--- src/rtl/axi_slice.sv ---
// Valid/ready register slice with selectable timing cut (bypass, forward, skid, full).
// Provides synchronous flush, occupancy status and optional masking of idle output data.
module axi_slice #(
    parameter int unsigned DATA_WIDTH = 32,
    parameter int unsigned MODE       = 1,
    parameter bit          MASK_DATA  = 1'b1
) (
    input  logic                  clk,
    input  logic                  rstn,
    input  logic                  flush,
    input  logic                  pin_valid,
    input  logic [DATA_WIDTH-1:0] pin_data,
    output logic                  pin_ready,
    output logic                  pout_valid,
    output logic [DATA_WIDTH-1:0] pout_data,
    input  logic                  pout_ready,
    output logic [1:0]            occupancy
);

    logic                  w_pout_valid;
    logic [DATA_WIDTH-1:0] w_data_sel;
    logic                  w_xfer_in;
    logic                  w_xfer_out;

    assign w_xfer_in  = pin_valid & pin_ready;
    assign w_xfer_out = w_pout_valid & pout_ready;
    assign pout_valid = w_pout_valid;
    assign pout_data  = MASK_DATA ? (w_data_sel & {DATA_WIDTH{w_pout_valid}}) : w_data_sel;

    if (MODE == 1) begin : g_fwd
        logic                  r_valid;
        logic [DATA_WIDTH-1:0] r_data;

        assign pin_ready    = (~r_valid | pout_ready) & ~flush;
        assign w_pout_valid = r_valid & ~flush;
        assign w_data_sel   = r_data;
        assign occupancy    = {1'b0, r_valid};

        always_ff @(posedge clk or negedge rstn) begin
            if (!rstn)           r_valid <= 1'b0;
            else if (flush)      r_valid <= 1'b0;
            else if (w_xfer_in)  r_valid <= 1'b1;
            else if (w_xfer_out) r_valid <= 1'b0;
        end

        always_ff @(posedge clk) begin
            if (w_xfer_in) r_data <= pin_data;
        end
    end else if (MODE == 2) begin : g_skid
        logic                  r_skid_valid;
        logic [DATA_WIDTH-1:0] r_skid_data;

        assign pin_ready    = ~r_skid_valid & ~flush;
        assign w_pout_valid = (pin_valid | r_skid_valid) & ~flush;
        assign w_data_sel   = r_skid_valid ? r_skid_data : pin_data;
        assign occupancy    = {1'b0, r_skid_valid};

        // An accepted word that the sink refuses parks in the skid; pin_ready
        // is then low, so the skid cannot be overwritten while occupied.
        always_ff @(posedge clk or negedge rstn) begin
            if (!rstn)                          r_skid_valid <= 1'b0;
            else if (flush)                     r_skid_valid <= 1'b0;
            else if (r_skid_valid & pout_ready) r_skid_valid <= 1'b0;
            else if (w_xfer_in & ~pout_ready)   r_skid_valid <= 1'b1;
        end

        always_ff @(posedge clk) begin
            if (w_xfer_in & ~pout_ready) r_skid_data <= pin_data;
        end
    end else if (MODE == 3) begin : g_full
        logic [DATA_WIDTH-1:0] r_mem [2];
        logic                  r_wr_ptr;
        logic                  r_rd_ptr;
        logic [1:0]            r_count;

        assign pin_ready    = (r_count != 2'd2) & ~flush;
        assign w_pout_valid = (r_count != 2'd0) & ~flush;
        assign w_data_sel   = r_mem[r_rd_ptr];
        assign occupancy    = r_count;

        always_ff @(posedge clk or negedge rstn) begin
            if (!rstn) begin
                r_wr_ptr <= 1'b0;
                r_rd_ptr <= 1'b0;
                r_count  <= '0;
            end else if (flush) begin
                r_wr_ptr <= 1'b0;
                r_rd_ptr <= 1'b0;
                r_count  <= '0;
            end else begin
                if (w_xfer_in)  r_wr_ptr <= ~r_wr_ptr;
                if (w_xfer_out) r_rd_ptr <= ~r_rd_ptr;
                case ({w_xfer_in, w_xfer_out})
                    2'b10:   r_count <= r_count + 2'd1;
                    2'b01:   r_count <= r_count - 2'd1;
                    default: r_count <= r_count;
                endcase
            end
        end

        always_ff @(posedge clk) begin
            if (w_xfer_in) r_mem[r_wr_ptr] <= pin_data;
        end
    end else begin : g_bypass
        logic w_unused;

        assign w_unused     = ^{clk, rstn, flush, w_xfer_in, w_xfer_out};
        assign pin_ready    = pout_ready;
        assign w_pout_valid = pin_valid;
        assign w_data_sel   = pin_data;
        assign occupancy    = '0;
    end

endmodule

--- config.mk ---
export PLATFORM = sky130hd
export DESIGN_NAME = axi_slice
export DESIGN_NICKNAME = d
export VERILOG_FILES = /design/src/rtl/axi_slice.sv
export SDC_FILE = /design/constraint.sdc
export NUM_CORES = 1
export LEC_CHECK = 0
export ABC_CLOCK_PERIOD_IN_PS = 9300
export BUFFER_PORTS_ARGS = -buffer_cell sky130_fd_sc_hd__buf_4
export CORE_ASPECT_RATIO = 1.4
export CORE_MARGIN = 5
export CORE_UTILIZATION = 42
export DETAILED_ROUTE_END_ITERATION = 10
export GPL_ROUTABILITY_DRIVEN = 0
export PLACE_DENSITY_LB_ADDON = 0.08
export SYNTH_ARGS = -nofsm -noshare
export SYNTH_HDL_FRONTEND = slang
export SYNTH_SLANG_ARGS = --single-unit
--- constraint.sdc ---
create_clock -name clk -period 9.3 [get_ports clk]
set_input_delay 0.93 -clock clk [delete_from_list [all_inputs] [get_ports clk]]
set_output_delay 0.93 -clock clk [all_outputs]
set_load 0.02 [all_outputs]
==> results of run 1 <==
[critical path: stages]
cell and delay [ns]:
buf_4 0.13, nor2b_4 0.43, and2_2 0.24, buf_4 0.13
[stage by stage]
stage	utilization [%]	setup slack, ns	total power, mW	instances
after floorplan	-	5.46	0.191	76
after global placement	63.2	6.52	0.209	180
after detailed placement	63.2	6.49	0.210	180
after CTS	66.9	6.49	0.338	188
after global routing	66.9	6.41	0.350	188
final	66.9	6.50	0.333	188
[cell usage after synthesis]
| cell type | number | area [um2] |
|---|---|---|
| and2_2 | 12 | 90.1 |
| buf_6 | 3 | 33.8 |
| dfrtp_1 | 1 | 25.0 |
| nor2b_4 | 1 | 13.8 |
| nor2b_1 | 1 | 6.26 |
| o21ba_2 | 1 | 10.0 |
| conb_1 | 1 | 3.75 |
| nor2_1 | 1 | 3.75 |
| nor3b_1 | 1 | 7.51 |
| edfxtp_1 | 32 | 961 |
| and2_1 | 20 | 125 |
| buf_4 | 2 | 15.0 |
[layout make-up]
cell class / count / area, um2
clock buffers: 6 / 72.6
clock inverters: 2 / 33.8
fillers: 216 / 962
multi-input cells: 38 / 265
flip-flops and latches: 33 / 986
well taps: 37 / 46.3
repair buffers: 72 / 541
[worst max path at each step]
stage                from               to  slack, ns
2_1_floorplan  pout_ready  g_fwd.r_data[0]       5.46
3_3_place_gp        flush    pout_data[25]       6.52
3_5_place_dp        flush     pout_data[0]       6.49
4_1_cts             flush     pout_data[0]       6.49
5_1_grt             flush    pout_data[28]       6.41
6_report            flush     pout_data[0]       6.50
[layer usage]
metal	GRT usage [%]	share of wire [%]
met1	10.0	30
met3	7.29	13
met4	7.47	1.3
met2	23.0	56
met5	0	0
[sequential cells by signal (all words and copies together) (netlist names)]
| signal | flops |
|---|---|
| g_fwd.r_data | 32 |
| g_fwd.r_valid | 1 |
[power breakdown]
part	switching [mW]	internal, mW
Clock	0.0478	0.0790
Combinational	0.0159	0.0188
Sequential	0.00113	0.171
Total	0.0649	0.268
[kinds of logic (layout without fill, tap and decap cells)]
| group | Yosys count | after routing | share of synthesized area, % |
|---|---|---|---|
| buf+inv | 5 | 80 | 3.77 |
| other cells | 1 | 1 | 0.290 |
| compound gates | 1 | 1 | 0.773 |
| flops | 33 | 33 | 76.1 |
| simple gates | 36 | 36 | 19.0 |
==> key figures, run 1 <==
Drt
  – Remaining DRCs: 0
  – DRT Wirelength: ~2500 um
  – First drt pass iteration count: 4
  – WL/cell: ~13 um
  – 1st-iter DRT viols: 15
  – Final ANT Viol Nets: 0
  – Vias: 841
  – Via-per-instance ratio: 4.47

Final layout
  – Most common cell after layout, fill and taps aside: buf_4
  – Commonest cells after routing, fill and taps aside: buf_4, edfxtp_1, and2_1
  – Area Overhead vs Synth: 50.1%
  – Layout cell share with drive strength beyond 1: 61.6%
  – Layout net count: 187
  – # diodes: 0
  – Final instance area: 1940 um2

Timing
  – TNS Setup: 0 ns
  – FMAX: ~360 MHz
  – Min Clock Period, post-route: roughly 2.8 ns
  – Measured slew at the worst slew-check pin: 0.515 ns
  – Final setup vio count: 0
  – Worst Hold Slack: 0.418 ns
  – Fin. Hold Viols: 0
  – Skew final: ~0.0060 ns
  – Max-slew violation count: 0
  – RSZ-0062 raised after global routing: no
  – Final period utilization: 30.1%
  – Slew headroom: 65.6%

Die
  – Core area: between 2000 and 3000 um2
  – Die area: 4310 um2
  – Die Y-Extent: between 70 and 80 um
  – Initial Utilization: 44.6%
  – Site row count: 23
  – Horiz. Die Dim: 56.9 um
  – IO Pins: 73

Clocking
  – Setup Buffers After CTS: 0
  – CTS tree: built
  – CTS Hold Bufs: 0
  – # resized after CTS: 0
  – Worst-case clock buffer depth: 2
  – Root buffer cell: clkbuf_8
  – Clk pin slew, worst setup/hold paths: around 0.06 ns
  – Num CTS Buffers: 5
  – Clock latency at the later pin of the worst-skew pair: 0.28 ns
  – Sink Count: 33
  – CTS H-tree lvls: 2

Synth
  – Net Count, Synth: about 110
  – YS warnings: 0
  – Post-Synthesis Cells: 76
  – Seq/Total Area, Yosys: about three quarters
  – Seq cells post-synth: 33
  – Post-Syn Area: 1290 um2
  – Count of cell types in the netlist: 12
  – Syn Area/Cell: 17.0 um2

Setup path
  – Worst setup path class: in -> out
  – Worst Setup Start Kind: primary input
  – R2R depth: 3
  – Reg2reg start: g_fwd.r_valid
  – Crit Reg-Reg Endpoint: g_fwd.r_data[10]
  – Crit path max fanout: 33
  – Setup crit end kind: output pin
  – Worst EP arrival: 1.87 ns
  – Worst R2R Setup Slack: 7.87 ns
  – Worst endpoint required time: between 8 and 9 ns

Global route
  – GR Overflow Total: 0
  – Vias in the first global route: between 800 and 900
  – Initial antenna violation count: 0
  – Total GRT Usage: 12.5%
  – Largest net degree at the start of global routing: 34
  – First-pass GRT wire length: 3860 um

Placed design
  – Post-DP Area: 1840 um2
  – Port buffer count: 71

Power
  – Pwr dens: between 150 and 200 nW/um2
  – Total leakage power: 0.851 nW
  – Max VDD drop: 0.115 mV

Status
  – Outcome: finished clean

Hold path
  – HP Class: in -> async

Flow run
  – Max Cap Viol: 0
Power figures use the tool's default switching activity.
==> run 2: changes to the inputs <==
- ABC_CLOCK_PERIOD_IN_PS: 9300 -> 2700
- clock period: 9.3 -> 2.7 ns (I/O delays scaled with it)
==> run 2 against run 1 <==
Effect of this change: register-to-register slack worse by 6.7 ns; count of clock-buffer cells in the layout is 1 lower; sequential cell count stayed put; die area stayed put; cell area is 0.45% lower; worst setup slack worse by 5.6 ns; clock skew is 0.0035 ns lower; critical path depth is 1 lower; first-iteration DRC count is 73% higher; largest power group unchanged; highest routed layer unchanged.
==> key figures, run 2 (synthesized netlist as in run 1, its figures left out) <==
Status
  – Outcome: finished clean

Die
  – Die area: 4310 um2 (unchanged)
  – Initial Utilization: 44.6% (unchanged)
  – Die Y-Extent: 75.7 um (unchanged)
  – Horiz. Die Dim: 56.9 um (unchanged)
  – Site row count: 23 (unchanged)
  – Core area: 2910 um2 (unchanged)
  – IO Pins: 73 (unchanged)

Timing
  – Measured slew at the worst slew-check pin: 0.499 ns (-0.0156 ns)
  – Max-slew violation count: 0 (unchanged)
  – Final setup vio count: 0 (unchanged)
  – Slew headroom: 66.7% (+1.0 points)
  – Worst Hold Slack: 0.169 ns (-0.249 ns)
  – RSZ-0062 raised after global routing: no
  – Final period utilization: between 60% and 70%
  – Final WS setup: 0.939 ns (-5.57 ns)
  – Skew final: 0.00250 ns (-0.00351 ns)
  – TNS Setup: 0 ns (unchanged)
  – Fin. Hold Viols: 0 (unchanged)
  – FMAX: approximately 570 MHz
  – Min Clock Period, post-route: 1.76 ns

Power
  – Total leakage power: 0.846 nW (-0.51%)
  – Max VDD drop: 0.436 mV (+280%)
  – Pwr dens: 539 nW/um2 (+210%)
  – Overall Power: 1.04 mW (+210%)

Clocking
  – Sink Count: 33 (unchanged)
  – CTS tree: built
  – Num CTS Buffers: 5 (unchanged)
  – Clock latency at the later pin of the worst-skew pair: 0.27 ns (about the same)
  – Worst-case clock buffer depth: 2 (unchanged)
  – Setup Buffers After CTS: 0 (unchanged)
  – CTS H-tree lvls: 2 (unchanged)
  – Root buffer cell: clkbuf_8
  – Clk pin slew, worst setup/hold paths: 0.06 ns (about the same)

Setup path
  – Worst setup path class: reg -> out
  – Worst endpoint required time: 2.43 ns (-5.94 ns)
  – Worst EP arrival: 1.49 ns (-0.38 ns)
  – Setup crit end kind: output pin
  – Worst Setup Start Kind: flop
  – Worst R2R Setup Slack: 1.21 ns (-6.66 ns)
  – Crit path max fanout: 33 (unchanged)

Drt
  – First drt pass iteration count: 3 (-1)
  – Final ANT Viol Nets: 0 (unchanged)
  – Via-per-instance ratio: 4.43 (-1.0%)
  – Vias: 837 (-0.48%)
  – DRT Wirelength: 2620 um (+6.8%)
  – WL/cell: 13.9 um (+6.2%)
  – Remaining DRCs: 0 (unchanged)
  – 1st-iter DRT viols: 26 (+11)

Flow run
  – Max Cap Viol: 0 (unchanged)

Hold path
  – HP Class: in -> reg

Final layout
  – Area Overhead vs Synth: 49.5%
  – Layout net count: 188 (+0.53%)
  – # diodes: 0 (unchanged)
  – Reg with most FFs: g_fwd.r_data
  – Commonest cells after routing, fill and taps aside: buf_4, edfxtp_1, and2_1
  – Largest registers: g_fwd.r_data (32), g_fwd.r_valid (1)
  – Largest register FFs: 32 (unchanged)
  – Fill cells: 231 (+6.9%)
  – Layout cell share with drive strength beyond 1: 61.2% (-0.41 points)
  – Most common cell after layout, fill and taps aside: buf_4
  – Final core utilization: 66.6% (-0.30 points)

Global route
  – Vias in the first global route: 881 (-1.0%)
  – Largest net degree at the start of global routing: 34 (unchanged)
  – GR Overflow Total: 0 (unchanged)
  – Initial antenna violation count: 0 (unchanged)
  – First-pass GRT wire length: 4010 um (+3.7%)
  – Total GRT Usage: 12.9% (+0.40 points)

Placed design
  – Port buffer count: 71 (unchanged)
  – Dpl ws: 1.20 ns (-5.29 ns)
==> run 2: changes by cell type in the layout (fill, tap and decap cells not counted) <==
cell           before  now
dlygate4sd3_1       0    1
nor3b_2             1    0
clkinv_1            1    2
bufinv_16           1    0
clkinv_2            0    1
clkbuf_1            1    0
nor3b_4             0    1
==> run 2: path summary, 6_finish.rpt <==
| check | from | end | depth (start not counted) |
|---|---|---|---|
| setup reg to reg | g_fwd.r_valid | g_fwd.r_data[9] | 3 |
| setup / recovery | g_fwd.r_valid | pout_data[27] | 3 |
| max in group asynchronous | rstn | g_fwd.r_valid | 2 |
| hold reg to reg | g_fwd.r_valid | g_fwd.r_valid | 2 |
| min in group asynchronous | rstn | g_fwd.r_valid | 2 |
| hold / removal | pin_data[12] | g_fwd.r_data[12] | 1 |
==> run 2: layout make-up <==
cell class	instances	area, um2	area share, %
flip-flops and latches	33	986	50.9
repair buffers	73	551	28.4
multi-input cells	38	272	14.0
clock buffers	5	68.8	3.56
well taps	37	46.3	2.39
clock inverters	3	12.5	0.646
==> run 2: routing by layer <==
| layer | GRT usage [%] | wire [um] | up-vias |
|---|---|---|---|
| li1 | - | - | 407 |
| met1 | 12.0 | 871 | 379 |
| met2 | 23.3 | 1400 | 45 |
| met3 | 7.12 | 301 | 6 |
| met4 | 5.41 | 42 | 0 |
| met5 | 0 | 0 | - |
==> run 2: power breakdown <==
part	total, mW	internal (mW)	switching [mW]	leakage [nW]
clock	0.327	0.173	0.155	0.0430
combinational	0.123	0.0664	0.0568	0.492
sequential	0.592	0.588	0.00417	0.311
total	1.04	0.827	0.216	0.846
==> run 2: through the flow <==
stage	instances	instance area, um2
after global placement	180	1840
after detailed placement	180	1840
after floorplan	76	1300
after global routing	189	1940
after CTS	189	1940
final	189	1940
==> run 2: critical path, stage by stage, from the launching register on <==
cell,delay [ns]
dfrtp_1,0.38
nor2b_4,0.48
and2_2,0.23
buf_4,0.13
==> run 2: what timing repair did <==
action                                  in CTS  in global routing
gates resized for setup                      0                  0
hold buffers                                 1                  0
endpoints found under the setup margin       0                  0
endpoints found under the hold margin        1                  0
